**src/rtl/lsu_pkg.sv**
```systemverilog
// Shared types for the load/store unit: access size codes and FSM state encoding.
package lsu_pkg;

    typedef enum logic [1:0] {
        SzByte = 2'b00,
        SzHalf = 2'b01,
        SzWord = 2'b10,
        SzBad  = 2'b11
    } lsu_size_e;

    typedef enum logic [1:0] {
        StIdle  = 2'b00,
        StRead  = 2'b01,
        StWrite = 2'b10,
        StResp  = 2'b11
    } lsu_state_e;

    function automatic logic lsu_misaligned(input logic [1:0] size, input logic [1:0] offs);
        return (size == SzBad) || ((size == SzHalf) && offs[0]) ||
               ((size == SzWord) && (offs != 2'b00));
    endfunction

endpackage

```
**src/rtl/lsu_if.sv**
```systemverilog
// Request/response and memory-side signal bundle of the load/store unit.
interface lsu_if;
    logic        req_valid;
    logic        req_ready;
    logic        req_write;
    logic [1:0]  req_size;
    logic        req_signed;
    logic [31:0] req_addr;
    logic [31:0] req_wdata;
    logic        resp_valid;
    logic        resp_ready;
    logic [31:0] resp_rdata;
    logic        resp_err;
    logic [31:0] mem_addr;
    logic [31:0] mem_wdata;
    logic        mem_write;
    logic        mem_read;
    logic [31:0] mem_rdata;

    modport slave (
        input  req_valid, req_write, req_size, req_signed, req_addr, req_wdata,
        input  resp_ready, mem_rdata,
        output req_ready, resp_valid, resp_rdata, resp_err,
        output mem_addr, mem_wdata, mem_write, mem_read
    );

    modport master (
        output req_valid, req_write, req_size, req_signed, req_addr, req_wdata,
        output resp_ready, mem_rdata,
        input  req_ready, resp_valid, resp_rdata, resp_err,
        input  mem_addr, mem_wdata, mem_write, mem_read
    );
endinterface

```
**src/rtl/lsu_byte_lane.sv**
```systemverilog
// Little-endian lane logic: load extract/extend and store merge into the old word.
module lsu_byte_lane
    import lsu_pkg::*;
(
    input  logic [31:0] word_i,
    input  logic [1:0]  offs_i,
    input  lsu_size_e   size_i,
    input  logic        signed_i,
    input  logic [31:0] wdata_i,
    output logic [31:0] load_o,
    output logic [31:0] merge_o
);

    logic [4:0]  bit_offs;
    logic [7:0]  byte_sel;
    logic [15:0] half_sel;

    assign bit_offs = {offs_i, 3'b000};
    assign byte_sel = word_i[bit_offs +: 8];
    assign half_sel = offs_i[1] ? word_i[31:16] : word_i[15:0];

    always_comb begin
        load_o  = word_i;
        merge_o = word_i;
        case (size_i)
            SzByte: begin
                load_o                  = {{24{signed_i & byte_sel[7]}}, byte_sel};
                merge_o[bit_offs +: 8]  = wdata_i[7:0];
            end
            SzHalf: begin
                load_o = {{16{signed_i & half_sel[15]}}, half_sel};
                if (offs_i[1]) merge_o[31:16] = wdata_i[15:0];
                else           merge_o[15:0]  = wdata_i[15:0];
            end
            default: begin
                load_o  = word_i;
                merge_o = wdata_i;
            end
        endcase
    end

endmodule

```
**src/rtl/load_store_unit.sv**
```systemverilog
// Byte-addressed load/store front end for a word-addressed memory with req/resp handshake.
// Define LSU_BOUNDS_CHECK_EN to flag addresses beyond the attached memory as errors.
module load_store_unit
    import lsu_pkg::*;
#(
    parameter int unsigned MemDepth = 64,
    parameter int unsigned MemAw    = $clog2(MemDepth)
) (
    input  logic  clk,
    input  logic  rst,
    lsu_if.slave  bus
);

    lsu_state_e         state_q, state_d;
    logic [MemAw+1:0]   addr_q, addr_d;
    lsu_size_e          size_q, size_d;
    logic               signed_q, signed_d;
    logic               write_q, write_d;
    logic [31:0]        wdata_q, wdata_d;
    logic [31:0]        rdata_q, rdata_d;
    logic               err_q, err_d;

    logic               accept;
    logic               req_err;
    lsu_size_e          req_size;
    logic [31:0]        lane_load;
    logic [31:0]        lane_merge;

    assign req_size = lsu_size_e'(bus.req_size);
    assign accept   = bus.req_valid && bus.req_ready;

`ifdef LSU_BOUNDS_CHECK_EN
    assign req_err = lsu_misaligned(bus.req_size, bus.req_addr[1:0]) ||
                     (bus.req_addr[31:MemAw+2] != '0);
`else
    logic unused_addr_hi;
    assign unused_addr_hi = ^bus.req_addr[31:MemAw+2];
    assign req_err = lsu_misaligned(bus.req_size, bus.req_addr[1:0]);
`endif

    lsu_byte_lane u_lane (
        .word_i   (bus.mem_rdata),
        .offs_i   (addr_q[1:0]),
        .size_i   (size_q),
        .signed_i (signed_q),
        .wdata_i  (wdata_q),
        .load_o   (lane_load),
        .merge_o  (lane_merge)
    );

    always_comb begin
        state_d  = state_q;
        addr_d   = addr_q;
        size_d   = size_q;
        signed_d = signed_q;
        write_d  = write_q;
        wdata_d  = wdata_q;
        rdata_d  = rdata_q;
        err_d    = err_q;

        // Strobes are decoded from state alone so an async reset kills them at once.
        bus.req_ready  = (state_q == StIdle);
        bus.resp_valid = (state_q == StResp);
        bus.mem_read   = (state_q == StRead);
        bus.mem_write  = (state_q == StWrite);
        bus.mem_wdata  = wdata_q;
        bus.mem_addr   = {{(32 - MemAw){1'b0}}, addr_q[MemAw+1:2]};
        bus.resp_rdata = rdata_q;
        bus.resp_err   = err_q;

        unique case (state_q)
            StIdle: begin
                if (accept) begin
                    addr_d   = bus.req_addr[MemAw+1:0];
                    size_d   = req_size;
                    signed_d = bus.req_signed;
                    write_d  = bus.req_write;
                    wdata_d  = bus.req_wdata;
                    rdata_d  = '0;
                    err_d    = req_err;
                    if (req_err)                                   state_d = StResp;
                    else if (bus.req_write && req_size == SzWord)  state_d = StWrite;
                    else                                           state_d = StRead;
                end
            end
            StRead: begin
                // Sub-word stores read the old word here and write the merge next cycle.
                if (write_q) begin
                    wdata_d = lane_merge;
                    state_d = StWrite;
                end else begin
                    rdata_d = lane_load;
                    state_d = StResp;
                end
            end
            StWrite: state_d = StResp;
            StResp: begin
                if (bus.resp_ready) begin
                    rdata_d = '0;
                    err_d   = 1'b0;
                    state_d = StIdle;
                end
            end
        endcase
    end

    always_ff @(posedge clk or negedge rst) begin
        if (!rst) begin
            state_q  <= StIdle;
            addr_q   <= '0;
            size_q   <= SzByte;
            signed_q <= 1'b0;
            write_q  <= 1'b0;
            wdata_q  <= '0;
            rdata_q  <= '0;
            err_q    <= 1'b0;
        end else begin
            state_q  <= state_d;
            addr_q   <= addr_d;
            size_q   <= size_d;
            signed_q <= signed_d;
            write_q  <= write_d;
            wdata_q  <= wdata_d;
            rdata_q  <= rdata_d;
            err_q    <= err_d;
        end
    end

endmodule

```
**src/flat_wrapper.sv**
```systemverilog
// flat-port wrapper written by rule: the top's interface ports become plain ports
module load_store_unit_flat import lsu_pkg::*;
#(
    parameter int unsigned MemDepth = 64,
    parameter int unsigned MemAw    = $clog2(MemDepth)
)
  (clk, rst, bus_req_valid, bus_req_write, bus_req_size, bus_req_signed, bus_req_addr, bus_req_wdata, bus_resp_ready, bus_mem_rdata, bus_req_ready, bus_resp_valid, bus_resp_rdata, bus_resp_err, bus_mem_addr, bus_mem_wdata, bus_mem_write, bus_mem_read);
  lsu_if bus_i ();
  input  logic clk;
  input  logic rst;
  input wire logic [$bits(bus_i.req_valid)-1:0] bus_req_valid;
  input wire logic [$bits(bus_i.req_write)-1:0] bus_req_write;
  input wire logic [$bits(bus_i.req_size)-1:0] bus_req_size;
  input wire logic [$bits(bus_i.req_signed)-1:0] bus_req_signed;
  input wire logic [$bits(bus_i.req_addr)-1:0] bus_req_addr;
  input wire logic [$bits(bus_i.req_wdata)-1:0] bus_req_wdata;
  input wire logic [$bits(bus_i.resp_ready)-1:0] bus_resp_ready;
  input wire logic [$bits(bus_i.mem_rdata)-1:0] bus_mem_rdata;
  output wire logic [$bits(bus_i.req_ready)-1:0] bus_req_ready;
  output wire logic [$bits(bus_i.resp_valid)-1:0] bus_resp_valid;
  output wire logic [$bits(bus_i.resp_rdata)-1:0] bus_resp_rdata;
  output wire logic [$bits(bus_i.resp_err)-1:0] bus_resp_err;
  output wire logic [$bits(bus_i.mem_addr)-1:0] bus_mem_addr;
  output wire logic [$bits(bus_i.mem_wdata)-1:0] bus_mem_wdata;
  output wire logic [$bits(bus_i.mem_write)-1:0] bus_mem_write;
  output wire logic [$bits(bus_i.mem_read)-1:0] bus_mem_read;
  assign bus_i.req_valid = bus_req_valid;
  assign bus_i.req_write = bus_req_write;
  assign bus_i.req_size = bus_req_size;
  assign bus_i.req_signed = bus_req_signed;
  assign bus_i.req_addr = bus_req_addr;
  assign bus_i.req_wdata = bus_req_wdata;
  assign bus_i.resp_ready = bus_resp_ready;
  assign bus_i.mem_rdata = bus_mem_rdata;
  assign bus_req_ready = bus_i.req_ready;
  assign bus_resp_valid = bus_i.resp_valid;
  assign bus_resp_rdata = bus_i.resp_rdata;
  assign bus_resp_err = bus_i.resp_err;
  assign bus_mem_addr = bus_i.mem_addr;
  assign bus_mem_wdata = bus_i.mem_wdata;
  assign bus_mem_write = bus_i.mem_write;
  assign bus_mem_read = bus_i.mem_read;
  load_store_unit #(.MemDepth(MemDepth), .MemAw(MemAw)) u_core (.clk(clk), .rst(rst), .bus(bus_i));
endmodule
```
**config.mk**
```make
export PLATFORM = sky130hd
export DESIGN_NAME = load_store_unit_flat
export DESIGN_NICKNAME = d
export VERILOG_FILES = /design/src/rtl/lsu_pkg.sv /design/src/rtl/lsu_if.sv /design/src/rtl/lsu_byte_lane.sv /design/src/rtl/load_store_unit.sv /design/src/flat_wrapper.sv
export SDC_FILE = /design/constraint.sdc
export NUM_CORES = 1
export LEC_CHECK = 0
export ABC_CLOCK_PERIOD_IN_PS = 2490
export BUFFER_PORTS_ARGS = -buffer_cell sky130_fd_sc_hd__buf_2
export CAP_MARGIN = 20
export CORE_MARGIN = 5
export CORE_UTILIZATION = 48
export DETAILED_ROUTE_END_ITERATION = 8
export PLACE_DENSITY_LB_ADDON = 0.3
export SYNTH_ARGS = -nofsm -noshare
export SYNTH_HDL_FRONTEND = slang
export SYNTH_SLANG_ARGS = --single-unit
```
**constraint.sdc**
```tcl
create_clock -name clk -period 2.49 [get_ports clk]
set_input_delay 0.1245 -clock clk [delete_from_list [all_inputs] [get_ports clk]]
set_output_delay 0.1245 -clock clk [all_outputs]
set_load 0.01 [all_outputs]
```
## After elaboration in Yosys (flattened, before gate mapping)

Cells that the tools add are included.

| storage, ports and cells | value |
|---|---|
| output and inout port bits | 101 |
| input bits | 104 |
| word-level logic and storage cells | 68 |
| bits in registers | 79 |

| cells by class | value |
|---|---|
| reductions and logical operators | 18 |
| shifts and indexed selects | 3 |
| multiplexer cells | 22 |
| add/sub/neg operators | 1 |
| bitwise gates (word level) | 2 |
| equal/unequal tests | 13 |

Operator list:

| cell | number |
|---|---|
| 32-bit case mux with 2 select lines | 3 |
| 32-bit two-way mux | 5 |
| 32-bit case mux with 3 select lines | 1 |
| 16-bit two-way mux | 3 |
| 32-bit bitwise mux | 1 |
| 8-bit by 7-bit variable shift with 32-bit output, first input constant | 1 |
| 32-bit by 6-bit variable part select with 8-bit output | 1 |
| 8-bit by 7-bit variable part select with 32-bit output | 1 |
| 2-bit == test, second input constant | 4 |
| 2-bit two-way mux | 4 |
| 2-bit case mux with 4 select lines | 1 |
| 4-bit AND reduction | 2 |
| 5-bit negation with 7-bit output | 1 |
| 2-bit by 1-bit == test with 1-bit output, second input constant | 3 |
| 2-bit inequality test, second input constant | 3 |
| 2-bit nonzero test | 3 |
| 5-bit AND reduction | 1 |
| 1-bit logical AND | 4 |
| 2-bit zero test | 2 |
| 2-bit AND reduction | 2 |
| 1-bit two-way mux | 3 |
| 3-bit by 1-bit inequality test with 1-bit output, second input constant | 1 |
| 3-bit by 2-bit inequality test with 1-bit output, second input constant | 1 |
| 3-bit AND reduction | 1 |
| 5 further kinds | 7 |

## Depth between registers and ports, before layout

| logic depth | value |
|---|---|
| depth in word-level cells | 7 |
| depth in mapped cells | 9 |

## Modules after synthesis

A second synthesis with hierarchy kept.

| second synthesis, totals | value |
|---|---|
| cells, all modules | 562 |
| area, all modules | 5470.2 um^2 |

Modules (own cells, without submodules):

| module | area each (um^2) | cells an instance | sequential area each (um^2) | times used |
|---|---|---|---|---|
| load_store_unit | 3943.8 | 328 | 1976.9 | 1 |
| lsu_byte_lane | 1526.5 | 234 | 0.0 | 1 |

## Least setup slack after synthesis

No wires, ideal clock.

| path | value |
|---|---|
| kind | register -> register |
| from | register u_core.addr_q[1] |
| to | register u_core.wdata_q[16] (netlist: u_core.bus.mem_wdata[16]) |
| data required time | 2.407 ns |
| period minus slack after synthesis | 2.079 ns |
| cell stages (with the launch flop) | 10 |
| slack | 0.411 ns |
| data arrival time | 1.996 ns |
| path buffers | 3 |
| path through | dfrtp_1 -> buf_4 -> buf_2 -> inv_1 -> ha_1 -> nor4bb_1 -> buf_1 -> a221o_1 -> a22oi_1 -> o21ai_0 |

| between the ends | value |
|---|---|
| longest elaborated chain between the ends | 6 |
| elaborated cells on any way between the ends | 8 |
| those cells by class | add/sub (1); shift (2); mux (5) |

Ends and longest elaborated chain:

| element | RTL line | RTL |
|---|---|---|
| from (decl) | load_store_unit.sv:15 | `logic [MemAw+1:0] addr_q, addr_d;` |
| from (signal assigned) | load_store_unit.sv:119 | `addr_q <= addr_d;` |
| 5-bit negation with 7-bit output | lsu_byte_lane.sv:28 | `merge_o[bit_offs +: 8] = wdata_i[7:0];` |
| 8-bit by 7-bit variable part select with 32-bit output / 8-bit by 7-bit variable shift with 32-bit output (equally long branches) | lsu_byte_lane.sv:28 |  |
| 32-bit bitwise mux | lsu_byte_lane.sv:28 |  |
| 32-bit case mux with 2 select lines * | lsu_byte_lane.sv:25 | `case (size_i)` |
| 32-bit two-way mux * | load_store_unit.sv:88 | `if (write_q) begin` |
| 32-bit case mux with 2 select lines * | load_store_unit.sv:71 | `unique case (state_q)` |
| to (signal assigned) | load_store_unit.sv:123 | `wdata_q <= wdata_d;` |
| to (decl) | load_store_unit.sv:19 | `logic [31:0] wdata_q, wdata_d;` |

Mark *: on every way between the ends. The rest lies on a longest branch, timed or not. The select of a mux whose other input is x is not followed.
A chain may end at the register's enable or synchronous reset.

## Worst setup path after layout

| path | value |
|---|---|
| from | register u_core.addr_q[1] |
| to | register u_core.wdata_q[21] (netlist: u_core.bus.mem_wdata[21]) |

The elaborated chain is that of the path after synthesis.

==> out/results.ini <==
[synthesis]
yosys.area.top_type = dfrtp_1
netlist_top_cells_area = dfrtp_1, mux2_2, buf_4
syn_inst = 465
synth_edf_count = 0
synth_seq_cells = 79
synth-seq-area-share_pct = 41.34
ys.flop_type = dfrtp_1
netlist.area_leader.share_pct = 41.34
netlist-cell-type-count = 49
yosysWarnings = 0
async_reset_ff_share_pct = 100.0
syn_avg_cell_area_um2 = 10.28
syn-cell-area_um2 = 4782

[sta]
timing.setup.tns_ns = 0
final.setup.worst_slack_ns = 0.1596
setup_viol_count_final = 0
hold_viol = 0
maxClockFrequency_ghz = 0.4291
rsz0062_at_grt = false
finClkSkew_ns = 0.005975
min_period_over_period_pct = 93.59
slew_headroom_pct = 48.78
holdWs_ns = 0.01872
fin_crit_ns = 2.330
drv_slew = 0
tightest_slew_ns = 0.7580

[worst_setup_path]
cp-start-kind = register
worstPathArrival_ns = 2.60
worstRegToRegCells = 7
critPathKind = register to register
path_max_fanout = 6
endpoint_kind = register
crit_required_ns = 2.76

[cts]
clock_sinks = 79
htreeDepth = 3
cts_buffer_depth = 2
cts-buffers-inserted = 9
cts_setup_buffers = 0
cts_root_buf = clkbuf_8
clk_transition_reported_paths_ns = 0.08
worstSkewPairLatency_ns = 0.36
cts_tree = built

[power]
p_clk_share_pct = 15.5
p_int_w = 0.004421
powerDensity_nw_per_um2 = 1325
comb_power_share_pct = 53.7
seqPwrFrac_pct = 30.8
p_switching_w = 0.003399
p_leak_nw = 2.923
finalPower_w = 0.007819
swShare_pct = 43.46
ir_worst_vdd_mv = 0.6690

[floorplanning]
die_x_um = 109.8
num_rows = 36
start_util_pct = 49.15
core_um2 = 9729
io_pins = 205
die_area_um2 = 12060
die_h_um = 109.8

[final_layout]
multiInputGateArea_um2 = 2454
num-fill-cells = 874
n_antenna_cell = 0
drive_gt1_share_pct = 38.45
num-nets-final = 727
area_delta_synth_final_pct = 23.39
regArea_um2 = 1977

[global_route]
grt_overflow = 0
antenna_found_initial = 1
grt_use_total_pct = 24.45
grt_max_degree = 80
grt_pass1_vias = 4327
grt_pass1_wl_um = 22580

[flow_run]
max_cap_viol_count = 0

[detailed_routing]
dr.first_iter.drc_count = 302
drc = 0
vias_per_cell = 5.910
vias = 4444
avgRoutedWirePerCell_um = 19.97
postRouteAntennaNets = 0
dr.pass1.iters = 5
drt-total-wl_um = 15010

[hold_path]
min_path_type = input port to register
min_path_cells = 2

[place]
place_ws_ns = 0.2634
place.gp.congestion = 0.8988
dp_hpwl_um = 11030
port_buffers = 154

[status]
run_status = completed

==> worst paths after layout <==
kind                                     startpoint                   endpoint  slack, ns
max in group asynchronous                       rst           u_core.addr_q[4]       1.63
min in group asynchronous                       rst  u_core.bus.resp_rdata[27]       0.26
setup / recovery                   u_core.addr_q[1]   u_core.bus.mem_wdata[21]       0.16
hold / removal                      bus_req_addr[1]           u_core.addr_q[1]       0.02
hold reg to reg            u_core.bus.mem_wdata[26]   u_core.bus.mem_wdata[26]       0.48
setup reg to reg                   u_core.addr_q[1]   u_core.bus.mem_wdata[21]       0.16
==> layout make-up <==
cell class	count	share of cell area, %
sequential	79	33.50
inverter	16	1.018
timing repair buffer	177	16.75
clock buffer	11	2.566
multi-input combinational	331	41.58
clock inverter	5	1.760
tap	133	2.820
==> what timing repair did <==
item / in CTS / in global routing
gates resized for setup: 0 / 0
hold buffers: 8 / 0
hold endpoints to repair: 86 / 0
==> logic make-up (layout without fill, tap and decap cells) <==
logic type	count (synthesis)	count (layout)	share of synthesized area, %
compound gates	149	149	24.57
mux	51	51	12.66
buf+inv	80	209	9.314
simple gates	96	96	9.681
flops	79	79	41.34
other cells	1	26	0.07842
fa+ha+maj	9	9	2.355
==> Yosys cell counts (all sizes together), types with 13 or more instances <==
cell type and n:
a21oi 13, buf 45, nor2 27, o31ai 18
a221o 29, dfrtp 79, o21ai 25, nand2 44
inv 15, a221oi 24, clkbuf 19, mux2i 14
mux2 33
==> sequential cells by signal, summed over array words and instances (netlist names) <==
signal and count:
u_core.addr_q 8, u_core.bus.mem_wdata 32, u_core.bus.resp_err 1, u_core.bus.resp_rdata 32
u_core.signed_q 1, u_core.size_q 2, u_core.state_q 2, u_core.write_q 1
==> layer usage <==
layer,vias up,share of wire (%),global-route usage (%)
li1,2001,-,-
met1,2186,41,31.19
met2,213,47,40.21
met3,42,8.4,5.109
met4,2,3.0,10.24
met5,-,0.047,0
==> worst max-delay path, cell delays in order, from the launching register on <==
cell and delay [ns]:
dfrtp_1 0.37, inv_1 0.10, ha_1 0.30, nor4bb_1 0.68
clkdlybuf4s18_2 0.38, a221o_1 0.16, a22oi_1 0.06, o21ai_0 0.19
==> metrics by stage <==
| step | cells | util (%) | area (um2) |
|---|---|---|---|
| after floorplan | 490 | - | 4876 |
| after global placement | 726 | 56.82 | 5528 |
| after detailed placement | 727 | 56.92 | 5538 |
| after CTS | 751 | 60.37 | 5873 |
| after global routing | 752 | 60.65 | 5901 |
| final | 752 | 60.65 | 5901 |
==> cell usage in the layout, fill, tap and decap left out, types with 15 or more instances in the layout <==
cell        n
a221oi_1   24
a221o_1    19
o21ai_0    25
o31ai_1    18
mux2_2     33
nand2_1    44
nor2_1     27
inv_1      15
dfrtp_1    79
buf_2     153
conb_1     26
==> power by group through the flow <==
| stage | clock network (W) | logic [W] | registers (W) |
|---|---|---|---|
| 6_report | 0.00121 | 0.00420 | 0.00241 |
| 5_1_grt | 0.00128 | 0.00457 | 0.00247 |
| 4_1_cts | 0.00123 | 0.00418 | 0.00239 |
| 3_5_place_dp | 0 | 0.00415 | 0.00241 |
| 3_3_place_gp | 0 | 0.00402 | 0.00238 |
| 2_1_floorplan | 0 | 0.00279 | 0.00246 |
No activity file was read; power rests on OpenSTA's default activity.
